==> config.mk <==
export PLATFORM = sky130hd
export DESIGN_NAME = stopwatch_bcd_flat
export DESIGN_NICKNAME = d
export VERILOG_FILES = /design/src/rtl/stopwatch_bcd_if.sv /design/src/rtl/stopwatch_bcd.sv /design/src/flat_wrapper.sv
export SDC_FILE = /design/constraint.sdc
export NUM_CORES = 1
export LEC_CHECK = 0
export ABC_AREA = 1
export CAP_MARGIN = 10
export CORE_ASPECT_RATIO = 0.7
export CORE_MARGIN = 2
export CORE_UTILIZATION = 50
export DETAILED_ROUTE_END_ITERATION = 8
export GPL_TIMING_DRIVEN = 0
export PLACE_DENSITY = 0.73
export SYNTH_ARGS = -nofsm -noshare
export SYNTH_HDL_FRONTEND = slang
export SYNTH_SLANG_ARGS = --single-unit
==> constraint.sdc <==
create_clock -name clk -period 2.31 [get_ports clk]
set_input_delay 0.462 -clock clk [delete_from_list [all_inputs] [get_ports clk]]
set_output_delay 0.462 -clock clk [all_outputs]
set_load 0.005 [all_outputs]
==> src/rtl/stopwatch_bcd_if.sv <==
// Pulse/display bundle between the tick source, stopwatch_bcd and the display stage.
// master drives the control pulses; slave is the stopwatch itself.
interface stopwatch_bcd_if;
    logic        tick;
    logic        start_stop;
    logic        clear;
    logic        lap;
    logic [23:0] digits;
    logic        running;
    logic        lap_held;
    logic        overflow;

    modport master (
        output tick, start_stop, clear, lap,
        input  digits, running, lap_held, overflow
    );

    modport slave (
        input  tick, start_stop, clear, lap,
        output digits, running, lap_held, overflow
    );
endinterface

==> src/rtl/stopwatch_bcd.sv <==
// Tick-prescaled BCD stopwatch (mm:ss.cc) with start/stop/clear and optional lap hold.
// Lap support is built only when STOPWATCH_LAP_EN is defined.
//
// state     | meaning
// ----------+---------------------------------------------------------
// ST_IDLE   | cleared, not counting, waiting for start_stop
// ST_RUN    | counting ticks, live count displayed
// ST_PAUSED | count frozen, prescaler phase kept for resume
// ST_LAP    | counting continues, lap register displayed
module stopwatch_bcd #(
    parameter int unsigned TICKS_PER_UNIT = 1
) (
    input logic            clk,
    input logic            rst,
    stopwatch_bcd_if.slave sw
);

    typedef enum logic [1:0] {
        ST_IDLE   = 2'd0,
        ST_RUN    = 2'd1,
        ST_PAUSED = 2'd2,
        ST_LAP    = 2'd3
    } state_t;

    localparam logic [15:0] PRE_MAX = 16'(TICKS_PER_UNIT - 1);

    state_t      state_q, state_d;
    logic [15:0] pre_q, pre_d;
    logic [23:0] cnt_q, cnt_d;
    logic        ovf_q, ovf_d;
    logic [23:0] digits_q, digits_d;
    logic        running_q, running_d;
    logic [24:0] inc;
    logic        counting;

`ifdef STOPWATCH_LAP_EN
    logic [23:0] lap_q, lap_d;
    logic        lap_held_q, lap_held_d;
`else
    logic        unused_lap;
    assign unused_lap = sw.lap;
`endif

    // One centisecond step through the six digits; bit 24 is the 59:59.99 wrap.
    // The >= keeps a digit in range even if it ever held an illegal code.
    function automatic logic [24:0] bcd_inc(input logic [23:0] v);
        logic [23:0] r;
        logic        c;
        logic [3:0]  d;
        logic [3:0]  lim;
        r = v;
        c = 1'b1;
        for (int i = 0; i < 6; i++) begin
            d   = v[4*i +: 4];
            lim = (i == 3 || i == 5) ? 4'd5 : 4'd9;
            if (c) begin
                if (d >= lim) begin
                    r[4*i +: 4] = 4'd0;
                end else begin
                    r[4*i +: 4] = d + 4'd1;
                    c           = 1'b0;
                end
            end
        end
        return {c, r};
    endfunction

    always_comb begin
        state_d  = state_q;
        pre_d    = pre_q;
        cnt_d    = cnt_q;
        ovf_d    = ovf_q;
`ifdef STOPWATCH_LAP_EN
        lap_d    = lap_q;
`endif
        inc      = bcd_inc(cnt_q);
        counting = (state_q == ST_RUN) || (state_q == ST_LAP);

        // Counting looks at the current state, so a tick alongside start_stop
        // is taken in RUN but not in PAUSED.
        if (counting && sw.tick) begin
            if (pre_q == PRE_MAX) begin
                pre_d = '0;
                cnt_d = inc[23:0];
                if (inc[24]) begin
                    ovf_d = 1'b1;
                end
            end else begin
                pre_d = pre_q + 16'd1;
            end
        end

        if (sw.clear) begin
            state_d = ST_IDLE;
            pre_d   = '0;
            cnt_d   = '0;
            ovf_d   = 1'b0;
`ifdef STOPWATCH_LAP_EN
            lap_d   = '0;
`endif
        end else if (sw.start_stop) begin
            case (state_q)
                ST_IDLE: begin
                    state_d = ST_RUN;
                    pre_d   = '0;
                end
                ST_RUN:    state_d = ST_PAUSED;
                ST_LAP:    state_d = ST_PAUSED;
                ST_PAUSED: state_d = ST_RUN;
                default:   state_d = ST_IDLE;
            endcase
        end
`ifdef STOPWATCH_LAP_EN
        else if (sw.lap) begin
            // Capture the pre-increment value seen on this edge.
            if (state_q == ST_RUN) begin
                state_d = ST_LAP;
                lap_d   = cnt_q;
            end else if (state_q == ST_LAP) begin
                state_d = ST_RUN;
            end
        end
`endif

        running_d = (state_d == ST_RUN) || (state_d == ST_LAP);
`ifdef STOPWATCH_LAP_EN
        lap_held_d = (state_d == ST_LAP);
        digits_d   = lap_held_d ? lap_d : cnt_d;
`else
        digits_d   = cnt_d;
`endif
    end

    always_ff @(posedge clk or negedge rst) begin
        if (!rst) begin
            state_q    <= ST_IDLE;
            pre_q      <= '0;
            cnt_q      <= '0;
            ovf_q      <= 1'b0;
            digits_q   <= '0;
            running_q  <= 1'b0;
`ifdef STOPWATCH_LAP_EN
            lap_q      <= '0;
            lap_held_q <= 1'b0;
`endif
        end else begin
            state_q    <= state_d;
            pre_q      <= pre_d;
            cnt_q      <= cnt_d;
            ovf_q      <= ovf_d;
            digits_q   <= digits_d;
            running_q  <= running_d;
`ifdef STOPWATCH_LAP_EN
            lap_q      <= lap_d;
            lap_held_q <= lap_held_d;
`endif
        end
    end

    assign sw.digits   = digits_q;
    assign sw.running  = running_q;
    assign sw.overflow = ovf_q;
`ifdef STOPWATCH_LAP_EN
    assign sw.lap_held = lap_held_q;
`else
    assign sw.lap_held = 1'b0;
`endif

endmodule

==> src/flat_wrapper.sv <==
// flat-port wrapper written by rule: the top's interface ports become plain ports
module stopwatch_bcd_flat 
#(
    parameter int unsigned TICKS_PER_UNIT = 1
)
  (clk, rst, sw_tick, sw_start_stop, sw_clear, sw_lap, sw_digits, sw_running, sw_lap_held, sw_overflow);
  stopwatch_bcd_if sw_i ();
  input logic clk;
  input logic rst;
  input wire logic [$bits(sw_i.tick)-1:0] sw_tick;
  input wire logic [$bits(sw_i.start_stop)-1:0] sw_start_stop;
  input wire logic [$bits(sw_i.clear)-1:0] sw_clear;
  input wire logic [$bits(sw_i.lap)-1:0] sw_lap;
  output wire logic [$bits(sw_i.digits)-1:0] sw_digits;
  output wire logic [$bits(sw_i.running)-1:0] sw_running;
  output wire logic [$bits(sw_i.lap_held)-1:0] sw_lap_held;
  output wire logic [$bits(sw_i.overflow)-1:0] sw_overflow;
  assign sw_i.tick = sw_tick;
  assign sw_i.start_stop = sw_start_stop;
  assign sw_i.clear = sw_clear;
  assign sw_i.lap = sw_lap;
  assign sw_digits = sw_i.digits;
  assign sw_running = sw_i.running;
  assign sw_lap_held = sw_i.lap_held;
  assign sw_overflow = sw_i.overflow;
  stopwatch_bcd #(.TICKS_PER_UNIT(TICKS_PER_UNIT)) u_core (.clk(clk), .rst(rst), .sw(sw_i));
endmodule
==> impl_results.md, run 1 <==
- Status: complete, no violations
- Vias per cell: around 5
- Min Tclk post-route: approximately 1900 ps
- Crit path cell chain: inv_1 -> ha_1 -> inv_1 -> nor3_1 -> nand3_4 -> nand2_4 -> nor2_4 -> inv_2 -> buf_6 -> nor2_1
- HPWL Detailed: 4400 um
- Max-slew violations: 0
- Required time worst endpoint: around 2500 ps
- Final Hold Fails: 0
- CP Max Fanout: 10
- # fillers: 491
- Final instance area: 3210 um2
- FFs w/ async S/R, synth: 1.00
- Ys flop type: dfrtp_1
- First-pass GRT wire length: 10000 um
- CTS buffer count: 5
- FF+latch count, synth: 44
- Worst slew pin tran: a little under 600 ps
- Max incr delay on CP: 420 ps
- Die Width: approximately 90 um
- Maximum vdd drop: approximately 0.00036 V
- Rows: 22
- Synth top area share: 0.402
- Crit-path slowest cell: dfrtp_1
- Post-Synthesis Cells: 359
- TritonCTS Sinks: 44
- CP Class: register to register
- Most common cell on crit path: inv_1
- RSZ-0062 raised after global routing: no
- Routed length per instance: approximately 12 um
- Core Region: about 5300 um2
- Worst-path clk slew: 80 ps
- Top layer reached by signal wires: met4
- Hold Crit Class: input port to async pin
- Total congestion overflow: 0
- Adder-cell area share of the yosys netlist: 0.0914
- Initial Util: 0.521
- Max-Cap Viols: 0
- CTS max path bufs: 2
- Total number of yosys warnings: 0
- Synth-to-layout area growth: 17.3%
- Root Buffer: clkbuf_8
- Top cells by count, synth: nand2_1 (78), nor2_1 (56), inv_1 (50)
- Largest cells by area after synthesis: dfrtp_1 (40%), nand2_1 (11%), ha_1 (9.1%), nor2_1 (7.7%), inv_1 (6.9%)
- Fmax: 0.539 GHz
- Die area: 6090 um2
- Area leader, netlist: dfrtp_1
- ANT cells: 0
- Via Count: 2350
- Placed cell area: ~3100 um2
- Initial antenna violation count: 0
- Vias in the first global route: 2159
- Wire length on met2: approximately 2300 um
- Met1 wire length: 3000 um
- Pre-Repair DR Iteration Count: 5
- Post-synthesis mux area share: 0
- Fin crit share: 0.803
- Total Routing Usage GR: 0.209
- Net count, final: 422
- Power Density: roughly 500 nW/um2
- H-tree Lvls: 2
- Detail Route met3 WL: ~340 um
- Port bufs: 29
- # setup viols final: 0
- Largest net degree at the start of global routing: 26
- Clk_lat worst skew: 300 ps
- Hold WS: 111 ps
- Layout cells sized above 1: 0.0707
- Simple-gate share of the synthesized area: 0.328
- Post-synthesis sequential area ratio: 0.402
- Resize count post-CTS: 0
- Die height: roughly 66 um
- Post-Synth XOR/XNOR Area: 0.0416
- Io pins: 33
- Net Count, Synth: 385
- Synth Area per Inst: 7.63 um2
- Max-Slew Margin vs Limit: 0.612
- EDFF count, synth: 0
- Worst Skew: 8.58 ps
- Post-Syn Area: 2740 um2
- Initial DRC Count: 142
- Synth Area in Compound Gates: 0.0530
- RD Place Congestion: 0.886
- Post-CTS Hold Buffers: 0
- Most common cell in the netlist: nand2_1
- Final wirelength: approximately 5700 um
- Antenna viol nets, final: 0
- Main combinational cell family by area after synthesis: simple AND/OR/NAND/NOR gates
- Drt drc: 0
- Unique masters post-synth: 33
- Post-CTS setup repair buffer count: 0
- CP arrival: 2040 ps
- CP Launch Type: register
- CTS tree: built
- P_leak: 1.56 nW
- Crit path capture type: register
## registers in the layout, summed over array words and instances (netlist names)
register / cells
u_core.sw.running: 1
u_core.cnt_q: 24
u_core.pre_q: 16
u_core.state_q: 2
u_core.sw.overflow: 1
## placed cells by master (no fill, tap or decap)
master	synthesis	final
nand2_1	78	78
nor2_1	56	56
inv_1	50	50
dfrtp_1	44	44
nand3_1	30	30
clkdlybuf4s50_1	0	28
ha_1	20	20
xor2_1	10	10
nand4_1	9	9
o21ai_0	9	9
nor3_1	8	8
a21oi_1	7	7
o21ai_1	7	7
clkbuf_8	0	5
nand2_2	4	4
nor2_4	4	4
xnor2_1	3	3
buf_2	1	2
inv_2	2	2
nand2_4	2	2
clkbuf_1	1	2
nand3_4	1	1
clkinv_1	1	1
buf_6	1	1
nor3_2	1	1
a31oi_1	1	1
nand3b_1	1	1
a21boi_1	1	1
o31ai_1	1	1
or2_2	1	1
nor2_2	1	1
o21ai_2	1	1
nor3b_1	1	1
buf_4	1	1
conb_1	1	1
clkinv_2	0	1
buf_12	0	1
## worst max-delay path, delay by kind of cell, from the launching register on
family / cells / cell delay (ps)
flip-flops: 1 / 420
AND/OR/NAND/NOR: 5 / 810
adder cells (fa/ha/maj): 1 / 160
buffers and inverters: 4 / 360
## layout make-up
type	count	area (um2)	area share
Multi-Input combinational cell	258	1410	0.439
Sequential cell	44	1100	0.343
Timing Repair Buffer	30	305	0.0951
Inverter	53	199	0.0620
Tap cell	72	90.1	0.0281
Clock buffer	6	72.6	0.0226
Buffer	4	27.5	0.00857
Clock inverter	1	5.00	0.00156
## metrics by stage
stage | setup WS [ps] | cells | power, mW | setup TNS, ps | util
after global placement | -461 | 460 | 1.15 | -20180 | 0.593
after global routing | 171 | 468 | 1.71 | 0 | 0.611
after detailed placement | 165 | 461 | 1.16 | 0 | 0.596
after CTS | 452 | 468 | 1.63 | 0 | 0.611
final | 455 | 468 | 1.61 | 0 | 0.611
after floorplan | 681 | 359 | 1.02 | 0 | -
## final timing paths
path                            cells past startpoint               start            endpoint  slack, ps
min in group clk                                    2            sw_clear   u_core.state_q[0]        470
worst max register to register                     10     u_core.pre_q[0]    u_core.pre_q[11]        450
worst min-delay path                                1                 rst     u_core.pre_q[5]        110
max in group asynchronous                           2                 rst     u_core.cnt_q[7]       1710
worst min register to register                      2  u_core.sw.overflow  u_core.sw.overflow        540
worst max-delay path                               10     u_core.pre_q[0]    u_core.pre_q[11]        450
## logic make-up after synthesis
group | count (synthesis)
XOR/XNOR | 13
adder cells (fa/ha/maj) | 20
flip-flops | 44
AO/OA/AOI/OAI | 27
buffers and inverters | 57
other | 1
AND/OR/NAND/NOR | 197
## per-layer routing
layer,GRT usage,up-vias
met5,0,-
met4,0.0728,0
met3,0.0342,8
met2,0.291,69
met1,0.327,1068
li1,-,1205
## report_power, final
group / internal (mW) / switching, mW / leakage (nW) / total, mW
clock: 0.206 / 0.257 / 0.0410 / 0.463
sequential: 0.807 / 0.0515 / 0.604 / 0.858
combinational: 0.134 / 0.154 / 0.911 / 0.288
total: 1.15 / 0.462 / 1.56 / 1.61
Note: power is estimated with default switching activity, not from simulation.
==> run 2, diff against run 1 <==
--- a/config.mk
+++ b/config.mk
@@ -12,7 +12,7 @@
 export CORE_UTILIZATION = 50
 export DETAILED_ROUTE_END_ITERATION = 8
 export GPL_TIMING_DRIVEN = 0
-export PLACE_DENSITY = 0.73
+export PLACE_DENSITY = 0.76
 export SYNTH_ARGS = -nofsm -noshare
 export SYNTH_HDL_FRONTEND = slang
 export SYNTH_SLANG_ARGS = --single-unit
==> constraint.sdc (replaced) <==
create_clock -name clk -period 1.5 [get_ports clk]
set_input_delay 0.3 -clock clk [delete_from_list [all_inputs] [get_ports clk]]
set_output_delay 0.3 -clock clk [all_outputs]
set_load 0.005 [all_outputs]
==> run 2 against run 1 <==
Cell area increased by 23%. Flip-flop and latch count did not move. Die area is the same. Clock skew grew 2.3 ps. Count of clock-buffer cells in the layout grew 2. Critical endpoint is now u_core.pre_q[0]. Register-to-register slack lost 600 ps. The flow now finishes with violations (negative setup slack).
==> impl_results.md, run 2 (synthesis gave the netlist of run 1 again) <==
- CP Class: register to register (unchanged)
- Core Region: 5260 um2 (unchanged)
- H-tree Lvls: 2 (unchanged)
- Power Density: 706 nW/um2 (was 501 nW/um2)
- Worst slew pin tran: 559 ps (was 580 ps)
- TritonCTS Sinks: 44 (unchanged)
- Synth-to-layout area growth: 44.0% (was 17.3%)
- First-pass GRT wire length: 11500 um (was 10000 um)
- Top layer reached by signal wires: met4 (unchanged)
- Final Hold Fails: 0 (unchanged)
- Die Width: 92.4 um (unchanged)
- Crit path cell chain: nor2_1 -> nand2_1 -> nor2_2 -> nand3_4 -> nand2_8 -> nor2_4 -> inv_2 -> buf_8 -> a21oi_2 (was inv_1 -> ha_1 -> inv_1 -> nor3_1 -> nand3_4 -> nand2_4 -> nor2_4 -> inv_2 -> buf_6 -> nor2_1)
- Io pins: 33 (unchanged)
- Max-Slew Margin vs Limit: 0.627 (was 0.612)
- Delay-heaviest family, CP: simple AND/OR/NAND/NOR gates (unchanged)
- RD Place Congestion: 0.878 (was 0.886)
- CP Launch Type: register (unchanged)
- Vias per cell: 5.35 (was 5.02)
- Placed cell area: 3150 um2 (was 3130 um2)
- Max-slew violations: 0 (unchanged)
- # setup viols final: 38 (was 0)
- Required time worst endpoint: 1680 ps (was 2490 ps)
- Die area: 6090 um2 (unchanged)
- HPWL Detailed: 4340 um (was 4400 um)
- Max-Cap Viols: 0 (unchanged)
- Status: finished with violations (was complete, no violations)
- CTS tree: built (unchanged)
- CTS max path bufs: 2 (unchanged)
- Root Buffer: clkbuf_8 (unchanged)
- Met1 wire length: 3460 um (was 3000 um)
- Total congestion overflow: 0 (unchanged)
- Fmax: 0.609 GHz (was 0.539 GHz)
- Worst Skew: 10.9 ps (was 8.58 ps)
- Total Power: 2.78 mW (was 1.61 mW)
- Maximum vdd drop: 0.000578 V (was 0.000363 V)
- Most common cell after layout, fill and taps aside: nand2_1 (unchanged)
- Non-filler instance count after layout: 515 (was 468)
- Drt drc: 0 (unchanged)
- Buf/Inv on CP: 2 (was 4)
- Violated checks: negative setup slack
- Crit-path slowest cell: dfrtp_2 (was dfrtp_1)
- Dpl ws: -469 ps (was 165 ps)
- Routed length per instance: 15.0 um (was 12.1 um)
- Die height: 65.9 um (unchanged)
- Port bufs: 29 (unchanged)
- Dpl cells: 461 (unchanged)
- Biggest registers after layout: u_core.cnt_q: 24 flops, u_core.pre_q: 16 flops, u_core.state_q: 2 flops (unchanged)
- Reg with most FFs: u_core.cnt_q (unchanged)
- P_leak: 2.01 nW (was 1.56 nW)
- Hold WS: 333 ps (was 111 ps)
- Net count, final: 468 (was 422)
- Initial Util: 0.521 (unchanged)
- Rows: 22 (unchanged)
- Crit path capture type: register (unchanged)
- Largest net degree at the start of global routing: 27 (was 26)
- Layout cells sized above 1: 0.332 (was 0.0707)
- Fin crit share: 1.09 (was 0.803)
- Most frequent cells in the layout: nand2_1 (62), buf_4 (43), inv_1 (41) (was nand2_1 (78), nor2_1 (56), inv_1 (50))
- CP Max Fanout: 7 (was 10)
- Hold Crit Class: input port to register (was input port to async pin)
- Via Count: 2755 (was 2350)
- CP arrival: 1820 ps (was 2040 ps)
- Clk_lat worst skew: 300 ps (about the same)
- Worst-path clk slew: 80 ps (about the same)
- Max reg flops: 24 (unchanged)
- Final wirelength: 7730 um (was 5690 um)
- Vias in the first global route: 2427 (was 2159)
- Min Tclk post-route: 1640 ps (was 1860 ps)
- Max incr delay on CP: 480 ps (was 420 ps)
- ANT cells: 0 (unchanged)
- Slack of the critical path: -142 ps (was 455 ps)
- Pre-Repair DR Iteration Count: 5 (unchanged)
- Total Routing Usage GR: 0.243 (was 0.209)
- Final instance area: 3940 um2 (was 3210 um2)
- Wire length on met2: 3650 um (was 2270 um)
- Detail Route met3 WL: 409 um (was 341 um)
- Initial antenna violation count: 0 (unchanged)
- CTS buffer count: 5 (unchanged)
- RSZ-0062 raised after global routing: yes (was no)
- Initial DRC Count: 250 (was 142)
- Antenna viol nets, final: 0 (unchanged)
## run 2: cell count changes in the layout (fill, tap and decap cells not counted), moves of 11 or more
| cell | delta |
|---|---|
| buf_4 | +42 |
| nor2_1 | -21 |
| clkdlybuf4s50_1 | -17 |
| nand2_1 | -16 |
| nor2_2 | +12 |
| nand2_2 | +11 |
## run 2: layout make-up
type | instances | area [um2]
buffer | 4 | 27.5
clock buffer | 8 | 90.1
fill | 358 | 1320
inverter | 53 | 204
multi-input combinational | 258 | 1730
sequential | 44 | 1110
tap | 72 | 90.1
timing repair buffer | 76 | 682
## run 2: worst paths after layout
| check | from | endpoint | slack (ps) | depth (start not counted) |
|---|---|---|---|---|
| min | sw_clear | u_core.state_q[0] | 330 | 2 |
| max reg2reg | u_core.pre_q[3] | u_core.pre_q[0] | -140 | 9 |
| min reg2reg | u_core.sw.overflow | u_core.sw.overflow | 540 | 2 |
| max in group asynchronous | rst | u_core.cnt_q[16] | 490 | 3 |
| min in group asynchronous | rst | u_core.pre_q[2] | 490 | 2 |
| max | u_core.pre_q[3] | u_core.pre_q[0] | -140 | 9 |
## run 2: where the power goes
group          internal, mW  switching (mW)
combinational         0.337           0.368
clock                 0.376           0.402
sequential             1.24          0.0555
## run 2: per-stage QoR
step                      setup TNS (ps)  utilization
after global routing               -6560        0.750
after detailed placement          -15750        0.599
after CTS                          -1820        0.705
final                              -2950        0.750
after floorplan                        0            -
after global placement            -64760        0.596
## run 2: metal layers
metal  vias to the layer above  global-route usage
li1                       1299                   -
met1                      1319               0.345
met2                       112               0.380
met3                        25              0.0433
met4                         0              0.0746
met5                         -                   0
## run 2: worst reg2reg max path, delay by kind of cell, from the launching register on
kind / cells / cell delay [ps]
AND/OR/NAND/NOR: 6 / 760
flip-flops: 1 / 480
buffers and inverters: 2 / 240
AO/OA/AOI/OAI: 1 / 50
## run 2: timing repair
| action | in CTS | in global routing |
|---|---|---|
| pin swaps | 34 | 27 |
| hold buffers | 1 | 0 |
| buffers inserted | 36 | 8 |
| setup endpoints to repair | 63 | 47 |
| gates cloned | 1 | 0 |
| resized for setup | 67 | 55 |
| hold endpoints to repair | 18 | 0 |
==> run 3, diff against run 2 <==
--- a/config.mk
+++ b/config.mk
@@ -5,7 +5,6 @@
 export SDC_FILE = /design/constraint.sdc
 export NUM_CORES = 1
 export LEC_CHECK = 0
-export ABC_AREA = 1
 export CAP_MARGIN = 10
 export CORE_ASPECT_RATIO = 0.7
 export CORE_MARGIN = 2
==> run 3 against run 2 <==
The run still ends with negative setup slack left. Largest cell class unchanged. Sequential power is 7% lower. Register-to-register slack lost 380 ps. Clock skew shrank 7.3 ps. Largest power group unchanged.
==> impl_results.md, run 3 <==
- Io pins: 33 (unchanged)
- Violated checks: negative setup slack (unchanged)
- Synth-to-layout area growth: 48.7% (was 44.0%)
- Total Power: 2.29 mW (was 2.78 mW)
- Ys flop type: dfrtp_1 (unchanged)
- Synth Area per Inst: 9.51 um2 (was 7.63 um2)
- Max-slew violations: 0 (unchanged)
- R2r worst-path depth: 8 (was 9)
- Rows: 21 (was 22)
- RSZ-0062 raised after global routing: yes (unchanged)
- Initial Util: 0.526 (was 0.521)
- Post-Synthesis Cells: 269 (was 359)
- Layout cells sized above 1: 0.397 (was 0.332)
- Vias per cell: 5.69 (was 5.35)
- Clk_lat worst skew: 300 ps (about the same)
- R2R Path End: u_core.cnt_q[22] (was u_core.pre_q[0])
- Largest net degree at the start of global routing: 38 (was 27)
- RD Place Congestion: 0.813 (was 0.878)
- Slack of the critical path: -520 ps (was -142 ps)
- Net count, final: 381 (was 468)
- Biggest registers after layout: u_core.cnt_q: 24 flops, u_core.pre_q: 16 flops, u_core.state_q: 2 flops (unchanged)
- Top cells by count, synth: dfrtp_1 (44), nor2_1 (33), a21oi_1 (22) (was nand2_1 (78), nor2_1 (56), inv_1 (50))
- Switching Fraction: 0.248 (was 0.297)
- TNS Setup: -17050 ps (was -2950 ps)
- Max reg flops: 24 (unchanged)
- CTS tree: built (unchanged)
- Core Region: 4860 um2 (was 5260 um2)
- EDFF count, synth: 0 (unchanged)
- Initial antenna violation count: 0 (unchanged)
- Max-Cap Viols: 0 (unchanged)
- Most common cell after layout, fill and taps aside: buf_4 (was nand2_1)
- Worst-path clk slew: 80 ps (about the same)
- Net Count, Synth: 295 (was 385)
- ANT cells: 0 (unchanged)
- Unique masters post-synth: 45 (was 33)
- Fmax: 0.495 GHz (was 0.609 GHz)
- HPWL Detailed: 3970 um (was 4340 um)
- FF+latch count, synth: 44 (unchanged)
- Port bufs: 30 (was 29)
- Required time worst endpoint: 1660 ps (was 1680 ps)
- Largest cells by area after synthesis: dfrtp_1 (43%), ha_1 (9.8%), nor2_1 (4.8%), a21oi_1 (4.3%), nand3_1 (3.3%) (was dfrtp_1 (40%), nand2_1 (11%), ha_1 (9.1%), nor2_1 (7.7%), inv_1 (6.9%))
- CP Max Fanout: 10 (was 7)
- Comb pwr share: 0.112 (was 0.253)
- Area leader, netlist: dfrtp_1 (unchanged)
- # setup viols final: 45 (was 38)
- Total number of yosys warnings: 0 (unchanged)
- Total congestion overflow: 0 (unchanged)
- Most frequent cells in the layout: buf_4 (38), dfrtp_1 (36), nor2_1 (18), ha_1 (18), dlygate4sd2_1 (15) (was nand2_1 (62), buf_4 (43), inv_1 (41))
- Status: finished with violations (unchanged)
- Total Routing Usage GR: 0.256 (was 0.243)
- Antenna viol nets, final: 0 (unchanged)
- TritonCTS Sinks: 44 (unchanged)
- Internal: 1.72 mW (was 1.96 mW)
- Post-synthesis sequential area ratio: 0.430 (was 0.402)
- First-pass GRT wire length: 11400 um (was 11500 um)
- CP arrival: 2180 ps (was 1820 ps)
- Power Density: 601 nW/um2 (was 706 nW/um2)
- Hold Crit Class: input port to async pin (was input port to register)
- Fin crit share: 1.35 (was 1.09)
- CTS max path bufs: 2 (unchanged)
- Hold WS: 377 ps (was 333 ps)
- Drt drc: 0 (unchanged)
- Min Tclk post-route: 2020 ps (was 1640 ps)
- CTS buffer count: 5 (unchanged)
- Vias in the first global route: 2411 (was 2427)
- Die Width: 89.5 um (was 92.4 um)
- Final Hold Fails: 0 (unchanged)
- Routed length per instance: 17.0 um (was 15.0 um)
- Worst Skew: 3.58 ps (was 10.9 ps)
- Dpl cells: 369 (was 461)
- CP Class: register to register (unchanged)
- Post-Syn Area: 2560 um2 (was 2740 um2)
- Final core utilization: 0.783 (was 0.750)
- Synth top area share: 0.430 (was 0.402)
- Maximum vdd drop: 0.000674 V (was 0.000578 V)
- Reg2Reg Setup Slack: -520 ps (was -140 ps)
- Crit path capture type: register (unchanged)
- Area taken by multi-input logic gates: 1670 um2 (was 1730 um2)
- Most common cell in the netlist: dfrtp_1 (was nand2_1)
- FFs w/ async S/R, synth: 1.00 (unchanged)
- Psw: 567 uW (was 826 uW)
- Initial DRC Count: 136 (was 250)
- Worst slew pin tran: 589 ps (was 559 ps)
- P_leak: 1.76 nW (was 2.01 nW)
- Max-Slew Margin vs Limit: 0.608 (was 0.627)
- Root Buffer: clkbuf_8 (unchanged)
- Clock share of power: 0.360 (was 0.280)
- # fillers: 322 (was 358)
- Via Count: 2411 (was 2755)
- Register share of total power: 0.529 (was 0.467)
- Non-filler instance count after layout: 424 (was 515)
- Die area: 5710 um2 (was 6090 um2)
- Critical R2R Launch: u_core.cnt_q[0] (was u_core.pre_q[3])
- CP Launch Type: register (unchanged)
- Die height: 63.9 um (was 65.9 um)
- Pre-Repair DR Iteration Count: 4 (was 5)
- H-tree Lvls: 2 (unchanged)
- Reg with most FFs: u_core.cnt_q (unchanged)
- FF+latch area: 1110 um2 (about the same)
- Final wirelength: 7220 um (was 7730 um)
[run 3: cell count changes in the layout (fill, tap and decap cells not counted), moves of 10 or more]
cell     before  now
nor2_1       35   18
nand3_1      22   12
inv_1        41   12
buf_6         2   12
nand2_2      15    1
nand2_1      62   12
nor2_4       13    3
[run 3: worst max-delay path by stage]
stage                               start               end  slack, ps  cells past startpoint
after CTS                 u_core.cnt_q[0]  u_core.cnt_q[14]       -470                      7
after detailed placement          sw_tick   u_core.cnt_q[7]       -790                      7
final                     u_core.cnt_q[0]  u_core.cnt_q[22]       -520                      8
after global placement                rst  u_core.cnt_q[13]      -1090                      1
after global routing      u_core.cnt_q[0]  u_core.cnt_q[22]       -580                      8
after floorplan           u_core.cnt_q[4]  u_core.cnt_q[14]       -380                      7
[run 3: cells by family (layout without fill, tap and decap cells)]
kind of cell,Yosys count,after routing,synth area share
muxes,2,2,0.00782
adders and majority gates,20,20,0.0978
xor gates and xnor gates,16,16,0.0548
and+or+nand+nor,117,117,0.263
other,1,1,0.00147
AOI/OAI and AO/OA,47,47,0.109
DFF,44,44,0.430
buffers and inverters,22,108,0.0362
[run 3: power by group through the flow]
stage | clock network [mW] | logic, mW | registers (mW)
detailed placement | 0 | 0.161 | 1.23
CTS | 0.824 | 0.222 | 1.21
global placement | 0 | 0.154 | 1.23
finish | 0.823 | 0.256 | 1.21
global route | 0.893 | 0.275 | 1.21
floorplan | 0 | 0.0855 | 1.23
[run 3: stage by stage]
step	instance area, um2	setup WS [ps]
after floorplan	2670	-381
after global placement	3060	-1090
after detailed placement	3070	-785
after CTS	3620	-469
after global routing	3800	-579
final	3800	-520
[run 3: area by class of cell]
type,count,area share
multi-input cells,203,0.438
flip-flops and latches,44,0.292
repair buffers,79,0.190
clock buffers,7,0.0253
well taps,69,0.0227
plain buffers,8,0.0181
inverters,14,0.0138
[run 3: repair_timing]
action | 4_1_cts | 5_1_grt
hold buffers | 1 | 0
cloned | 2 | 0
pin swaps | 22 | 20
setup endpoints to repair | 67 | 49
buffers inserted | 42 | 5
hold endpoints to repair | 7 | 0
gates resized for setup | 64 | 47
[run 3: layer usage]
metal  track usage  up-vias  part of all wire
met4        0.0802        0             0.019
li1              -     1122                 -
met2         0.408       89              0.47
met3        0.0594       23             0.050
met5             0        -                 0
met1         0.346     1177              0.47
[run 3: worst max-delay path, cell delays in order (launching register included)]
cell      delay [ps]
dfrtp_2          420
inv_2             60
ha_2             150
or3b_4           250
and4_4           270
nand4_1          170
clkbuf_8         220
o31ai_2          240
a21oi_1          100
==> RTL edit, RTL diff (flow settings as in run 2) <==
Encoding of `state_t`: now one-hot (4 bits for 4 states).
--- a/src/rtl/stopwatch_bcd.sv
+++ b/src/rtl/stopwatch_bcd.sv
@@ -15,11 +15,11 @@
     stopwatch_bcd_if.slave sw
 );
 
-    typedef enum logic [1:0] {
-        ST_IDLE   = 2'd0,
-        ST_RUN    = 2'd1,
-        ST_PAUSED = 2'd2,
-        ST_LAP    = 2'd3
+    typedef enum logic [3:0] {
+        ST_IDLE   = 4'b0001,
+        ST_RUN    = 4'b0010,
+        ST_PAUSED = 4'b0100,
+        ST_LAP    = 4'b1000
     } state_t;
 
     localparam logic [15:0] PRE_MAX = 16'(TICKS_PER_UNIT - 1);
Check against the original RTL: no difference found for any inputs over 10 cycles, from zero or initial values and one cycle with rst low; not proved beyond that.
==> RTL edit against run 2 <==
The flow finishes with violations (negative hold slack, negative setup slack); maximum frequency decreased by 0.17%; total power grew 4.6%; global-route usage fell by 0.25 points; wire length grew 8.1%; cell area increased by 7.7%; synthesized cell count grew 12%; worst setup slack got worse by 0.0029 ns; sequential share of layout area decreased by 0.87 points; sequential cell count rose by 2; synthesized area rose by 8.9%; non-clock buffer count grew 7; utilization is 0.85 points lower; largest cell class unchanged.
==> RTL edit: results (changes against run 2) <==
The cell count after placement came to 507 (was 461). The switching portion of total power came out at 31.00% (was 29.66%). The internal cell power came out at 2.010 mW (was 1.958 mW). The total of hold buffers inserted after clock tree synthesis is 0 (was 1).

The path type of the worst min-delay path is in -> async (was in -> reg). The compound-gate portion of the synthesized area is 5.833% (was 5.302%). The average wire per cell in the routed design came to 14.80 microns (was 15.02 microns). The count of unique library cells instantiated by Yosys came out at 29 (was 33). Failing checks: negative hold slack, negative setup slack (was negative setup slack). The largest driver fanout on the critical path is 4 (was 7).

The number of nets in the final layout came out at 515 (was 468). The number of hold-slack violations in the final timing report is 14 (was 0). The wire length of the first global-routing pass came to 12100 microns (was 11520 microns). The final hold slack is -0.007601 ns (was 0.3333 ns). The cell count after synthesis came out at 402 (was 359). The xor/xnor cell area share of the yosys netlist came to 3.231% (was 4.159%). The global routing usage summed across all routing layers is 24.00% (was 24.25%). The post-DP HPWL came to 4907 microns (was 4339 microns). The final-report setup violation count came out at 35 (was 38). The worst setup margin is -0.1444 ns (was -0.1416 ns). The number of global-route vias before repair came out at 2710 (was 2427). The number of design-rule violations left by the first detailed-router iteration is 193 (was 250). The sequential share of the synthesized area is 38.65% (was 40.22%). Run status: complete, but fails checks (unchanged). The buffers inserted during post-CTS setup optimization is 34 (was 36). The post-CTS resize count came out at 60 (was 67).
==> RTL edit: cell count changes after synthesis, sizes merged, moves of 2 or more <==
cell   change
a21oi      +5
nand2     +25
nand3      -6
buf        +4
nor2       -5
inv        +8
nand4     +15
xor2       -2
o21ai      +2
==> RTL edit: per-layer routing <==
metal | share of wire, % | global-route usage [%] | vias up
met4 | 1.7 | 8.979 | 0
met5 | 0 | 0 | -
met3 | 6.4 | 4.565 | 17
met2 | 48 | 39.67 | 134
li1 | - | - | 1450
met1 | 44 | 31.71 | 1450
==> RTL edit: cells by family (layout without fill, tap and decap cells) <==
| kind of cell | count (synthesis) | in the layout |
|---|---|---|
| xor+xnor | 11 | 11 |
| buf+inv | 68 | 156 |
| compound gates | 32 | 32 |
| simple gates | 224 | 224 |
| other cells | 1 | 1 |
| fa+ha+maj | 20 | 20 |
| flops | 46 | 46 |
==> RTL edit: how the worst max path moves through the flow <==
stage	from	endpoint	cells after the start
2_1_floorplan	u_core.cnt_q[4]	u_core.cnt_q[16]	10
3_3_place_gp	rst	u_core.cnt_q[21]	1
3_5_place_dp	u_core.cnt_q[12]	u_core.cnt_q[16]	10
4_1_cts	u_core.cnt_q[1]	u_core.cnt_q[18]	11
5_1_grt	u_core.cnt_q[1]	u_core.cnt_q[19]	11
6_report	u_core.cnt_q[1]	u_core.cnt_q[14]	13
==> RTL edit: final cells by class <==
cell class                      count  area [sq um]
Tap cell                           75         93.84
Sequential cell                    46          1162
Multi-Input combinational cell    288          1899
Timing Repair Buffer               80         708.2
Fill cell                         378          1483
Inverter                           61         237.7
Buffer                              7         62.56
Clock buffer                        8         80.08
==> RTL edit: per-stage QoR <==
stage               area (sq um)  hold WS [ns]  TNS, ns  utilization (%)  setup WS (ns)
floorplan                   2989      0.004409  -0.1719                -       -0.04382
global placement            3373        0.4832   -60.98            58.90         -1.204
detailed placement          3396        0.3352   -7.495            59.30        -0.3106
CTS                         3849      0.008431  -0.3715            67.21       -0.08765
global route                4244       0.02714   -5.326            74.11        -0.2049
finish                      4244     -0.007601   -2.674            74.11        -0.1444
==> RTL edit: worst max-delay path, cell delays in order, from the launching register on <==
cell and delay (ns):
sky130_fd_sc_hd__dfrtp_1 0.41, sky130_fd_sc_hd__inv_2 0.13, sky130_fd_sc_hd__ha_4 0.17, sky130_fd_sc_hd__nor2_4 0.03, sky130_fd_sc_hd__nand2_2 0.06, sky130_fd_sc_hd__nand2_4 0.07, sky130_fd_sc_hd__nor2_4 0.11, sky130_fd_sc_hd__nand2_2 0.08
sky130_fd_sc_hd__buf_4 0.15, sky130_fd_sc_hd__inv_4 0.05, sky130_fd_sc_hd__nand2_4 0.07, sky130_fd_sc_hd__nand2_4 0.08, sky130_fd_sc_hd__nand2_1 0.06, sky130_fd_sc_hd__o21ai_1 0.08
